--- src/rtl/sdram_avmm_arbiter.sv ---
// Two-master round-robin arbiter in front of a single Avalon-MM SDRAM controller port.
// An owner-tag FIFO steers in-order read data back to the master that issued each read.
module sdram_avmm_arbiter #(
    parameter int ADDR_W      = 24,
    parameter int DATA_W      = 16,
    parameter int MAX_PENDING = 4
) (
    input  logic                           clk_clk,
    input  logic                           reset_reset_n,
    input  logic [ADDR_W-1:0]              m0_address,
    input  logic                           m0_read,
    input  logic                           m0_write,
    input  logic [DATA_W-1:0]              m0_writedata,
    input  logic [DATA_W/8-1:0]            m0_byteenable,
    output logic                           m0_waitrequest,
    output logic [DATA_W-1:0]              m0_readdata,
    output logic                           m0_readdatavalid,
    input  logic [ADDR_W-1:0]              m1_address,
    input  logic                           m1_read,
    input  logic                           m1_write,
    input  logic [DATA_W-1:0]              m1_writedata,
    input  logic [DATA_W/8-1:0]            m1_byteenable,
    output logic                           m1_waitrequest,
    output logic [DATA_W-1:0]              m1_readdata,
    output logic                           m1_readdatavalid,
    output logic [ADDR_W-1:0]              s_address,
    output logic [DATA_W-1:0]              s_writedata,
    output logic [DATA_W/8-1:0]            s_byteenable,
    output logic                           s_read,
    output logic                           s_write,
    input  logic                           s_waitrequest,
    input  logic [DATA_W-1:0]              s_readdata,
    input  logic                           s_readdatavalid,
    output logic                           err_unexpected_rdv,
    output logic [1:0]                     dbg_grant,
    output logic [$clog2(MAX_PENDING):0]   dbg_count
);

    localparam int PTR_W = $clog2(MAX_PENDING);
    localparam int CNT_W = PTR_W + 1;
    localparam logic [CNT_W-1:0] FULL = CNT_W'(MAX_PENDING);

    typedef enum logic [1:0] {
        G_NONE = 2'd0,
        G_M0   = 2'd1,
        G_M1   = 2'd2
    } grant_t;

    grant_t                 grant_q, grant_d;
    logic                   last_q, last_d;
    logic [MAX_PENDING-1:0] tag_q, tag_d;
    logic [PTR_W-1:0]       wr_ptr_q, wr_ptr_d, rd_ptr_q, rd_ptr_d;
    logic [CNT_W-1:0]       count_q, count_d;
    logic                   err_q, err_d;

    logic req0, req1, sel_read, sel_write, stall, accept, push, pop, fifo_empty;

    // Handshake: a transfer happens in a cycle where the granted master's strobe
    // is presented on s_* and neither s_waitrequest nor the read-full stall holds it.
    always_comb begin
        sel_read     = 1'b0;
        sel_write    = 1'b0;
        s_address    = '0;
        s_writedata  = '0;
        s_byteenable = '0;
        unique case (grant_q)
            G_M0: begin
                sel_read     = m0_read;
                sel_write    = m0_write;
                s_address    = m0_address;
                s_writedata  = m0_writedata;
                s_byteenable = m0_byteenable;
            end
            G_M1: begin
                sel_read     = m1_read;
                sel_write    = m1_write;
                s_address    = m1_address;
                s_writedata  = m1_writedata;
                s_byteenable = m1_byteenable;
            end
            default: ;
        endcase
        // The raw read strobe drives the stall so the masked s_read cannot loop back.
        stall          = sel_read & (count_q == FULL);
        s_read         = sel_read & ~stall;
        s_write        = sel_write;
        accept         = (s_read | s_write) & ~s_waitrequest;
        m0_waitrequest = (grant_q == G_M0) ? (s_waitrequest | stall) : 1'b1;
        m1_waitrequest = (grant_q == G_M1) ? (s_waitrequest | stall) : 1'b1;
    end

    assign req0             = m0_read | m0_write;
    assign req1             = m1_read | m1_write;
    assign fifo_empty       = (count_q == '0);
    assign push             = accept & s_read;
    assign pop              = s_readdatavalid & ~fifo_empty;
    assign m0_readdata      = s_readdata;
    assign m1_readdata      = s_readdata;
    assign m0_readdatavalid = pop & ~tag_q[rd_ptr_q];
    assign m1_readdatavalid = pop & tag_q[rd_ptr_q];
    assign err_unexpected_rdv = err_q;
    assign dbg_grant        = grant_q;
    assign dbg_count        = count_q;

    always_comb begin
        grant_d  = grant_q;
        last_d   = last_q;
        tag_d    = tag_q;
        wr_ptr_d = wr_ptr_q;
        rd_ptr_d = rd_ptr_q;
        count_d  = count_q;
        err_d    = err_q | (s_readdatavalid & fifo_empty);
        unique case (grant_q)
            G_NONE: begin
                if (req0 && req1)  grant_d = last_q ? G_M0 : G_M1;
                else if (req0)     grant_d = G_M0;
                else if (req1)     grant_d = G_M1;
            end
            G_M0: begin
                if (accept) begin
                    last_d = 1'b0;
                    if (req1) grant_d = G_M1;
                end else if (!req0) begin
                    grant_d = req1 ? G_M1 : G_NONE;
                end
            end
            G_M1: begin
                if (accept) begin
                    last_d = 1'b1;
                    if (req0) grant_d = G_M0;
                end else if (!req1) begin
                    grant_d = req0 ? G_M0 : G_NONE;
                end
            end
            default: grant_d = G_NONE;
        endcase
        if (push) begin
            tag_d[wr_ptr_q] = (grant_q == G_M1);
            wr_ptr_d        = wr_ptr_q + PTR_W'(1);
        end
        if (pop) rd_ptr_d = rd_ptr_q + PTR_W'(1);
        if (push && !pop)      count_d = count_q + CNT_W'(1);
        else if (pop && !push) count_d = count_q - CNT_W'(1);
    end

    always_ff @(posedge clk_clk or negedge reset_reset_n) begin
        if (!reset_reset_n) begin
            grant_q  <= G_NONE;
            last_q   <= 1'b1;
            tag_q    <= '0;
            wr_ptr_q <= '0;
            rd_ptr_q <= '0;
            count_q  <= '0;
            err_q    <= 1'b0;
        end else begin
            grant_q  <= grant_d;
            last_q   <= last_d;
            tag_q    <= tag_d;
            wr_ptr_q <= wr_ptr_d;
            rd_ptr_q <= rd_ptr_d;
            count_q  <= count_d;
            err_q    <= err_d;
        end
    end

endmodule

--- config.mk ---
export PLATFORM = sky130hd
export DESIGN_NAME = sdram_avmm_arbiter
export DESIGN_NICKNAME = d
export VERILOG_FILES = /design/src/rtl/sdram_avmm_arbiter.sv
export SDC_FILE = /design/constraint.sdc
export NUM_CORES = 1
export LEC_CHECK = 0
export ABC_AREA = 1
export BUFFER_PORTS_ARGS = -buffer_cell sky130_fd_sc_hd__buf_2
export CAP_MARGIN = 5
export CORE_MARGIN = 5
export CORE_UTILIZATION = 39
export CTS_BUF_LIST = sky130_fd_sc_hd__clkbuf_4
export DETAILED_ROUTE_END_ITERATION = 6
export PLACE_DENSITY_LB_ADDON = 0.25
export SLEW_MARGIN = 25
export SYNTH_ARGS = -nofsm -noshare
export SYNTH_HDL_FRONTEND = slang
export SYNTH_SLANG_ARGS = --single-unit
--- constraint.sdc ---
create_clock -name clk_clk -period 5.92 [get_ports clk_clk]
set_clock_uncertainty 0.2 [all_clocks]
set_input_delay 1.184 -clock clk_clk [delete_from_list [all_inputs] [get_ports clk_clk]]
set_output_delay 1.184 -clock clk_clk [all_outputs]
set_load 0.05 [all_outputs]
# After elaboration in Yosys (flattened, before gate mapping)
# Cells that the tools add are included.
[word_totals]
in_bits = 108
ff_bits = 15
[op_classes]
bitwise_logic = 17
n_reduce_logical = 12
n_eq_ne = 8
magnitude_cmp = 3
mux = 29
addsub = 4
[op_table]
columns = ["cell", "n"]
rows = [
  ["24-bit one-hot mux with 2 select lines", 1],
  ["16-bit one-hot mux with 2 select lines", 1],
  ["2-bit two-way mux", 10],
  ["3-bit != test, second input constant", 3],
  ["1-bit AND", 8],
  ["1-bit two-way mux", 7],
  ["2-bit by 3-bit < comparator with 1-bit output, second input constant", 2],
  ["3-bit two-way mux", 2],
  ["1-bit one-hot mux with 2 select lines", 3],
  ["2-bit one-hot mux with 3 select lines", 1],
  ["3-bit AND reduction", 2],
  ["1-bit OR", 5],
  ["2-bit by 1-bit adder with 2-bit output, second input constant", 2],
  ["4-bit bitwise mux", 1],
  ["1-bit logical AND", 4],
  ["2-bit != test, second input constant", 2],
  ["1-bit inverter", 4],
  ["2-bit one-hot mux with 2 select lines", 1],
  ["2-bit nonzero test", 2],
  ["3-bit by 1-bit adder with 3-bit output, second input constant", 1],
  ["3-bit equality test, second input constant", 1],
  ["3-bit logical NOT", 1],
  ["3-bit by 1-bit subtractor with 3-bit output, second input constant", 1],
  ["1-bit binary-select mux with 2-bit select", 1],
  ["6 further kinds", 7],
]

# Depth between registers and ports, before layout
# Gate-level depths: netlist of the first run.
[logic_depth]
word_depth = 12
mapped_depth = 13

# Worst setup path before layout of the first run
# Ideal clock, no wire load.
[synth_path]
path_kind = "flip-flop to output port"
start = "reg grant_q[1], in the netlist dbg_grant[1]"
end = "out s_address[10]"
t_arrival_ns = 2.355
t_required_ns = 4.536
path_stages_with_launch = 6
slack_ns = 2.181
path_cell_list = "dfrtp_1 > inv_1 > ha_1 > clkinv_1 > clkbuf_1 > a21oi_1"
[synth_between]
elab_chain_len = 2
elab_cells_between_ends = 3
classes_between = "eq/ne: 2; mux: 1"
[synth_lines]
columns = ["item", "line", "text"]
rows = [
  ["start: declaration", "49", "grant_t grant_q, grant_d;"],
  ["start signal: assignment", "156", "grant_q <= grant_d;"],
  ["2-bit equality test / 2-bit by 1-bit equality test with 1-bit output (equally long branches)", "66", "unique case (grant_q)"],
  ["24-bit one-hot mux with 2 select lines (*)", "66", ""],
  ["end: declaration", "26", "output logic [ADDR_W-1:0] s_address,"],
]
# Every way passes the cells marked *; elsewhere a longest branch is shown, timed or not.

# Worst setup path in the final report of the first run
[layout_path]
start = "reg grant_q[1], in the netlist dbg_grant[1]"
end = "out m0_waitrequest"
[layout_between]
elab_chain_len = 5
elab_cells_between_ends = 6
classes_between = "eq/ne: 2; mux: 2; bitwise: 2"
[layout_lines]
columns = ["item", "line", "text"]
rows = [
  ["2-bit equality test / 2-bit by 1-bit equality test with 1-bit output (equally long branches)", "66, 88", ""],
  ["1-bit one-hot mux with 2 select lines", "66", ""],
  ["1-bit AND", "84", "stall = sel_read & (count_q == FULL);"],
  ["1-bit OR", "88", "m0_waitrequest = (grant_q == G_M0) ? (s_waitrequest | stall) : 1'b1;"],
  ["1-bit two-way mux (*)", "88", ""],
  ["end: declaration", "15", "output logic m0_waitrequest,"],
]
# Marked as above.

==> summary.md, run 1 <==
| Metric | Value |
|---|---|
| Max layer used | met5 |
| Final worst-path cycle share | 0.702 |
| Met1 wire length | 2.51 mm |
| Die extent in x | ~78 um |
| WL final | just over 7 mm |
| Io pins | just under 200 |
| Synthesized area | 0.00182 mm2 |
| Vias in the first global route | 2,132 |
| Number of synthesized register bits | 15 |
| Synth warn | 0 |
| GPL Wtd Cong | roughly 0.92 |
| RSZ-0062 raised after global routing | no |
| DRC | 0 |
| Synth unique cells | 31 |
| Synth Net Count | slightly above 400 |
| Status | complete, no violations |
| Seq/Total Area, Yosys | 0.207 |
| Hpwl dp | 5.97 mm |
| Lkg Pwr | about 1.3 nW |
| CTS tree | built |
| Final Total Pwr | 1.43 mW |
| First-pass iteration count of the detailed router | 4 |
| Worst R2R Start | dbg_grant[1]$_DFFE_PN0P_ |
| Inserted Clock Buffers | 3 |
| Clk_lat worst skew | 0.28 ns |
| Slew @ Worst Pin | 0.851 ns |
| Die area | 0.00613 mm2 |
| Layout cells sized above 1 | 0.421 |
| Power per cell area | 609 mW/mm2 |
| Total negative slack | 0 ns |
| Kind of critical path | register to primary output |
| Antenna Violating Nets Remaining | 0 |
| R2r worst-path depth | 13 |
| Core area | roughly 0.0044 mm2 |
| # fillers | between 400 and 500 |
| Setup violators final | 0 |
| Max-capacitance violation count | 0 |
| Die Height | 78.3 um |
| Routed len/inst | 15.7 um |
| Clock Tree Buf Depth | 2 |
| Min-delay src | err_unexpected_rdv$_DFF_PN0_ |
| Multi-input gate area | 0.00107 mm2 |
| DRT iter0 DRCs | 83 |
| Flop pwr share | 0.142 |
| VDD IR-drop max | approximately 320 uV |
| Rel. slew slack | 0.432 |
| Hold crit path type | register to register |
| CTS resizes | 0 |
| CP max FO | 24 |
| N_diodes | 0 |
| Initial Util | 0.409 |
| Worst flop-to-flop path endpoint | dbg_count[2]$_DFFE_PN0P_ |
| Nets | about 520 |
| Clock power share | 0.040 |
| Syn Inst Count | between 200 and 300 |
| Commonest non-fill, non-tap cell in the layout | buf_2 |
| Combinational Power Share | 0.818 |
| Synthesis-to-finish area growth | 28.8% |
| First-pass GRT wire length | 10.6 mm |
| Sw Ratio | 0.684 |
| Clock Sinks | 15 |
| Net Switching | 0.976 mW |
| Hold_buf cts | 0 |
| Req. time, crit path | 4.54 ns |
| Crit end category | primary output |
| Initial antenna violation count | 2 |
| Largest net degree at the start of global routing | 43 |
| Met2 wire length | between 3 and 4 mm |
| Reg area | between 300 and 400 um2 |
| Avg Cell Area, Syn | just over 6 um2 |
| IO buf count | 145 |
| Grt ovf | 0 |
| CTS root buf | clkbuf_4 |
| GRT Overall Usage | 0.217 |
| Crit path DAT | 2.77 ns |
| FP Rows | 24 |
| Final Max Tran Viols | 0 |
| Clk slew on worst S/H paths | roughly 0.09 ns |
| Via density | 5.02 |
| Hold EP | err_unexpected_rdv$_DFF_PN0_ |
| Fmax | 241 MHz |
| Vias | 2,255 |
| Period minus WS final | roughly 4.2 ns |
| Startpoint types | register |
| Most frequent cells in the layout | 145 x buf_2, 111 x nand2_1, 49 x a21oi_1 |
| Met3 wire len | 682 um |
| R2r setup slk | 2.24 ns |
| H-tree depth | 1 |
| Internal Power | 0.451 mW |
| Postcts setup bufs | 0 |
| Final hold violation count | 0 |
| Hold path depth | 1 |
## cell usage after synthesis
cell type / instances / area share
a21oi_1: 49 / 0.13
a22oi_1: 1 / 0.0041
a31o_2: 1 / 0.0048
a31oi_1: 4 / 0.014
a41oi_1: 1 / 0.0048
and3_1: 1 / 0.0034
buf_1: 4 / 0.0083
buf_2: 1 / 0.0027
buf_4: 33 / 0.14
buf_6: 1 / 0.0062
clkbuf_1: 8 / 0.017
clkinv_1: 1 / 0.0021
dfrtp_1: 14 / 0.19
dfstp_2: 1 / 0.014
fa_1: 1 / 0.011
ha_1: 9 / 0.062
inv_1: 15 / 0.031
inv_2: 2 / 0.0041
mux2_2: 1 / 0.0062
nand2_1: 111 / 0.23
nand2_2: 6 / 0.021
nand3_1: 6 / 0.017
nand3_2: 1 / 0.0055
nand3b_1: 1 / 0.0041
nand4_1: 2 / 0.0069
nand4_2: 1 / 0.0069
nor2_1: 7 / 0.014
nor2_2: 2 / 0.0069
o21ai_0: 4 / 0.011
xnor2_1: 1 / 0.0048
xor2_1: 3 / 0.014
## final cells by class
cell class,count,share of cell area
Clock buffer,3,0.00961
Clock inverter,1,0.00214
Inverter,18,0.0288
Multi-Input combinational cell,213,0.455
Sequential cell,15,0.161
Tap cell,52,0.0278
Timing Repair Buffer,147,0.316
## kinds of logic after synthesis
group | Yosys count | share of synthesized area
fa+ha+maj | 10 | 0.0729
flops | 15 | 0.207
buf+inv | 65 | 0.207
simple gates | 138 | 0.314
mux | 1 | 0.00619
compound gates | 60 | 0.173
xor+xnor | 4 | 0.0193
## registers in the layout, indices dropped and copies added, names as in the netlist
register and flops:
last_q 1, wr_ptr_q 2, dbg_grant 2, rd_ptr_q 2, tag_q 4, err_unexpected_rdv 1, dbg_count 3
## per-layer routing
| layer | up-vias | global-route usage |
|---|---|---|
| met5 | - | 0 |
| met4 | 4 | 0.0559 |
| met3 | 12 | 0.0767 |
| met2 | 110 | 0.398 |
| met1 | 1015 | 0.237 |
| li1 | 1114 | - |
## metrics by stage
stage                     worst slack [ns]  instances  cell area (um2)  utilization  hold WS [ns]
after global placement                1.80        445             2320        0.521         0.251
after floorplan                       2.18        293             1820            -         0.264
after detailed placement              1.75        445             2320        0.521         0.260
final                                 1.76        449             2340        0.527         0.282
after global routing                  1.54        449             2340        0.527         0.297
after CTS                             1.42        449             2340        0.527         0.284
## worst max path at each step
stage | slack [ns] | startpoint | cells after the start | endpoint
2_1_floorplan | 2.18 | dbg_grant[1]$_DFFE_PN0P_ | 5 | s_address[10]
3_3_place_gp | 1.80 | dbg_grant[0]$_DFFE_PN0P_ | 5 | s_writedata[5]
3_5_place_dp | 1.75 | dbg_grant[1]$_DFFE_PN0P_ | 5 | s_writedata[5]
4_1_cts | 1.42 | dbg_grant[1]$_DFFE_PN0P_ | 5 | s_writedata[5]
5_1_grt | 1.54 | dbg_grant[1]$_DFFE_PN0P_ | 8 | m0_waitrequest
6_report | 1.76 | dbg_grant[1]$_DFFE_PN0P_ | 8 | m0_waitrequest
## power groups by stage
| stage | registers (mW) | logic [mW] | clock network [mW] |
|---|---|---|---|
| after floorplan | 0.263 | 0.897 | 0 |
| after global placement | 0.200 | 1.16 | 0 |
| after detailed placement | 0.203 | 1.17 | 0 |
| after CTS | 0.202 | 1.18 | 0.0592 |
| after global routing | 0.208 | 1.25 | 0.0644 |
| final | 0.203 | 1.17 | 0.0571 |
## critical path, stage by stage (launching register included)
cell     delay [ns]
dfrtp_1        0.46
inv_1          0.12
ha_1           0.72
buf_4          0.40
nand2_1        0.12
nand2_2        0.11
a41oi_1        0.18
nand2_1        0.11
buf_2          0.26
Power figures use the tool's default switching activity.
==> run 2, diff against run 1 <==
- ABC_AREA: 1 -> 0
- CORE_UTILIZATION: 39 -> 37
- clock period: 5.92 -> 4.13 ns (I/O delays scaled with it)
==> run 2 against run 1 <==
Critical path depth shrank 2. Wire length decreased by 12%. Worst setup slack got worse by 1.1 ns. Synthesized area up 4.0%. Combinational power grew 59%. Worst hold slack worse by 0.062 ns. Via count is 10% lower. Synthesized cell count is 21% lower. Sequential share of layout area down 0.73 points. Clock-buffer cell count is the same. Register-to-register slack got worse by 1.2 ns. Global-route usage shrank 5.2 points. Largest power group unchanged. Highest routed layer is now met4.
==> summary.md, run 2 <==
| Metric | Value |
|---|---|
| Status | complete, no violations |
| Hold_buf cts | 0 |
| CTS resizes | 0 |
| Worst R2R Start | dbg_grant[1]$_DFFE_PN0P_ |
| Hpwl dp | 4.95 mm |
| Placed cell count | 400 |
| Clk slew on worst S/H paths | 0.09 ns |
| DRT iter0 DRCs | 91 |
| Area leader, netlist | dfrtp_1 |
| Seq/Total Area, Yosys | 0.199 |
| RSZ-0062 raised after global routing | no |
| Fin util | 0.487 |
| Antenna Violating Nets Remaining | 0 |
| Hold crit path type | input pin to asynchronous set/reset pin |
| Nets | between 400 and 500 |
| Setup ws final | between 0.7 and 0.8 ns |
| CP Depth | 6 |
| Final hold violation count | 0 |
| Req. time, crit path | 3.10 ns |
| DRC | 0 |
| Worst setup endpoint | s_write |
| Setup violators final | 0 |
| Design area | 0.00245 mm2 |
| Rel. slew slack | 0.649 |
| Synthesized area | 0.00189 mm2 |
| First-pass GRT wire length | 8.81 mm |
| Max-capacitance violation count | 0 |
| WL final | 6.23 mm |
| Avg Cell Area, Syn | 8.19 um2 |
| Synth unique cells | between 40 and 50 |
| Synth Net Count | 349 |
| Number of synthesized register bits | 15 |
| Inserted Clock Buffers | 3 |
| Most frequent cells in the layout | 145 x buf_2, 43 x a22oi_1, 43 x nor2b_1 |
| Syn Inst Count | 231 |
| Via density | ~5 |
| CP bufs+invs | 3 |
| Postcts setup bufs | 0 |
| Vias | between 2,000 and 2,500 |
| Clock Sinks | 15 |
| EDFF count, synth | 0 |
| CP max FO | 28 |
| Multi-input gate area | approximately 0.0012 mm2 |
| Largest net degree at the start of global routing | 55 |
| Power per cell area | 914 mW/mm2 |
| Crit-path max cell delay | 0.48 ns |
| Largest register by flop count | tag_q |
| Max reg flops | 4 |
| Vias in the first global route | 1,763 |
| Asr flop ratio synth | 1.00 |
| Grt ovf | 0 |
| N_diodes | 0 |
| First-pass iteration count of the detailed router | 4 |
| Reg area | 377 um2 |
| Final worst-path cycle share | 0.829 |
| Kind of critical path | register to primary output |
| Initial Util | 0.375 |
| Crit path DAT | ~2.4 ns |
| GRT Overall Usage | 0.165 |
| Initial antenna violation count | 0 |
| Final Total Pwr | 2.24 mW |
| R2r worst-path depth | 10 |
| Layout cells sized above 1 | 0.500 |
| FP Rows | 26 |
| Fmax | 292 MHz |
| Commonest cells post-synth | 43 x a22oi_1, 43 x nor2b_1, 32 x buf_4 |
| DP Worst Slack | 1.03 ns |
| IO buf count | 145 |
| Synth warn | 0 |
| Post-synth top area share | 0.185 |
| H-tree depth | 1 |
| Synth top area cells | dfrtp_1 19%, a22oi_1 17%, nor2b_1 14%, buf_4 13%, ha_1 6.0% |
| Clk_lat worst skew | about 0.29 ns |
| Lkg Pwr | roughly 1.2 nW |
| CP Cell Sequence | inv_1 > ha_2 > buf_4 > a22oi_1 > and2b_1 > buf_2 |
| Commonest non-fill, non-tap cell in the layout | buf_2 |
| Total negative slack | 0 ns |
| Routed len/inst | 15.4 um |
| Io pins | 194 |
| VDD IR-drop max | between 300 and 400 uV |
| CTS root buf | clkbuf_4 |
| Final Max Tran Viols | 0 |
| Startpoint types | register |
| Worst flop-to-flop path endpoint | dbg_count[2]$_DFFE_PN0P_ |
| Die Height | 81.5 um |
| R2r setup slk | between 1 and 1.5 ns |
| CTS tree | built |
| Clock Tree Buf Depth | 2 |
| Final hold slack | about 0.22 ns |
| # fillers | 504 |
| Die area | 0.00664 mm2 |
| Crit end category | primary output |
| Core area | 0.00504 mm2 |
| Crit path from | dbg_grant[1]$_DFFE_PN0P_ |
| Slew @ Worst Pin | 0.526 ns |
| Period minus WS final | 3.42 ns |
| Top FF cell, synth | dfrtp_1 |
| Die extent in x | 81.5 um |
| GPL Wtd Cong | 0.805 |
| Synthesis-to-finish area growth | 29.8% |
| Cell Count, Final, Fillers Out | ~400 |
| DP Area | approximately 0.0024 mm2 |
| Cell family with most CP delay | buffers and inverters |
| Slowest-stage cell, CP | ha_2 |
run 2: cell count changes after synthesis, moves of 6 or more:
cell     delta
a21oi_1    -46
a22oi_1    +42
inv_1       -9
nand2_1   -100
nand2_2     -6
nor2b_1    +43
run 2: cell families after synthesis:
kind of cell               share of synthesized area
muxes                                         0.0417
AOI/OAI and AO/OA                              0.263
buffers and inverters                          0.173
and+or+nand+nor                                0.226
adders and majority gates                     0.0701
DFF                                            0.199
xor gates and xnor gates                      0.0278
run 2: layout make-up:
type                       instances  share of cell area
clock buffer                       3             0.00917
clock inverter                     1             0.00204
inverter                           6             0.00917
multi-input combinational        161               0.486
sequential                        15               0.153
tap                               70              0.0357
timing repair buffer             148               0.305
run 2: how the worst min path moves through the flow:
stage                     cells after the start  slack [ns]                            to
final                                         1        0.22  err_unexpected_rdv$_DFF_PN0_
after global routing                          1        0.22      dbg_count[0]$_DFFE_PN0P_
after floorplan                               1        0.25       rd_ptr_q[1]$_DFFE_PN0P_
after CTS                                     1        0.22       wr_ptr_q[0]$_DFFE_PN0P_
after detailed placement                      1        0.24  err_unexpected_rdv$_DFF_PN0_
after global placement                        1        0.24  err_unexpected_rdv$_DFF_PN0_
run 2: where the power goes:
group,internal (mW),switching (mW)
sequential,0.222,0.0723
combinational,0.573,1.29
clock,0.0360,0.0493
run 2: routing by layer:
metal / up-vias / wire, um / GRT usage
li1: 992 / - / -
met5: - / 0 / 0
met2: 82 / 3050 / 0.261
met1: 927 / 2560 / 0.229
met4: 0 / 114 / 0.0405
met3: 23 / 512 / 0.0329
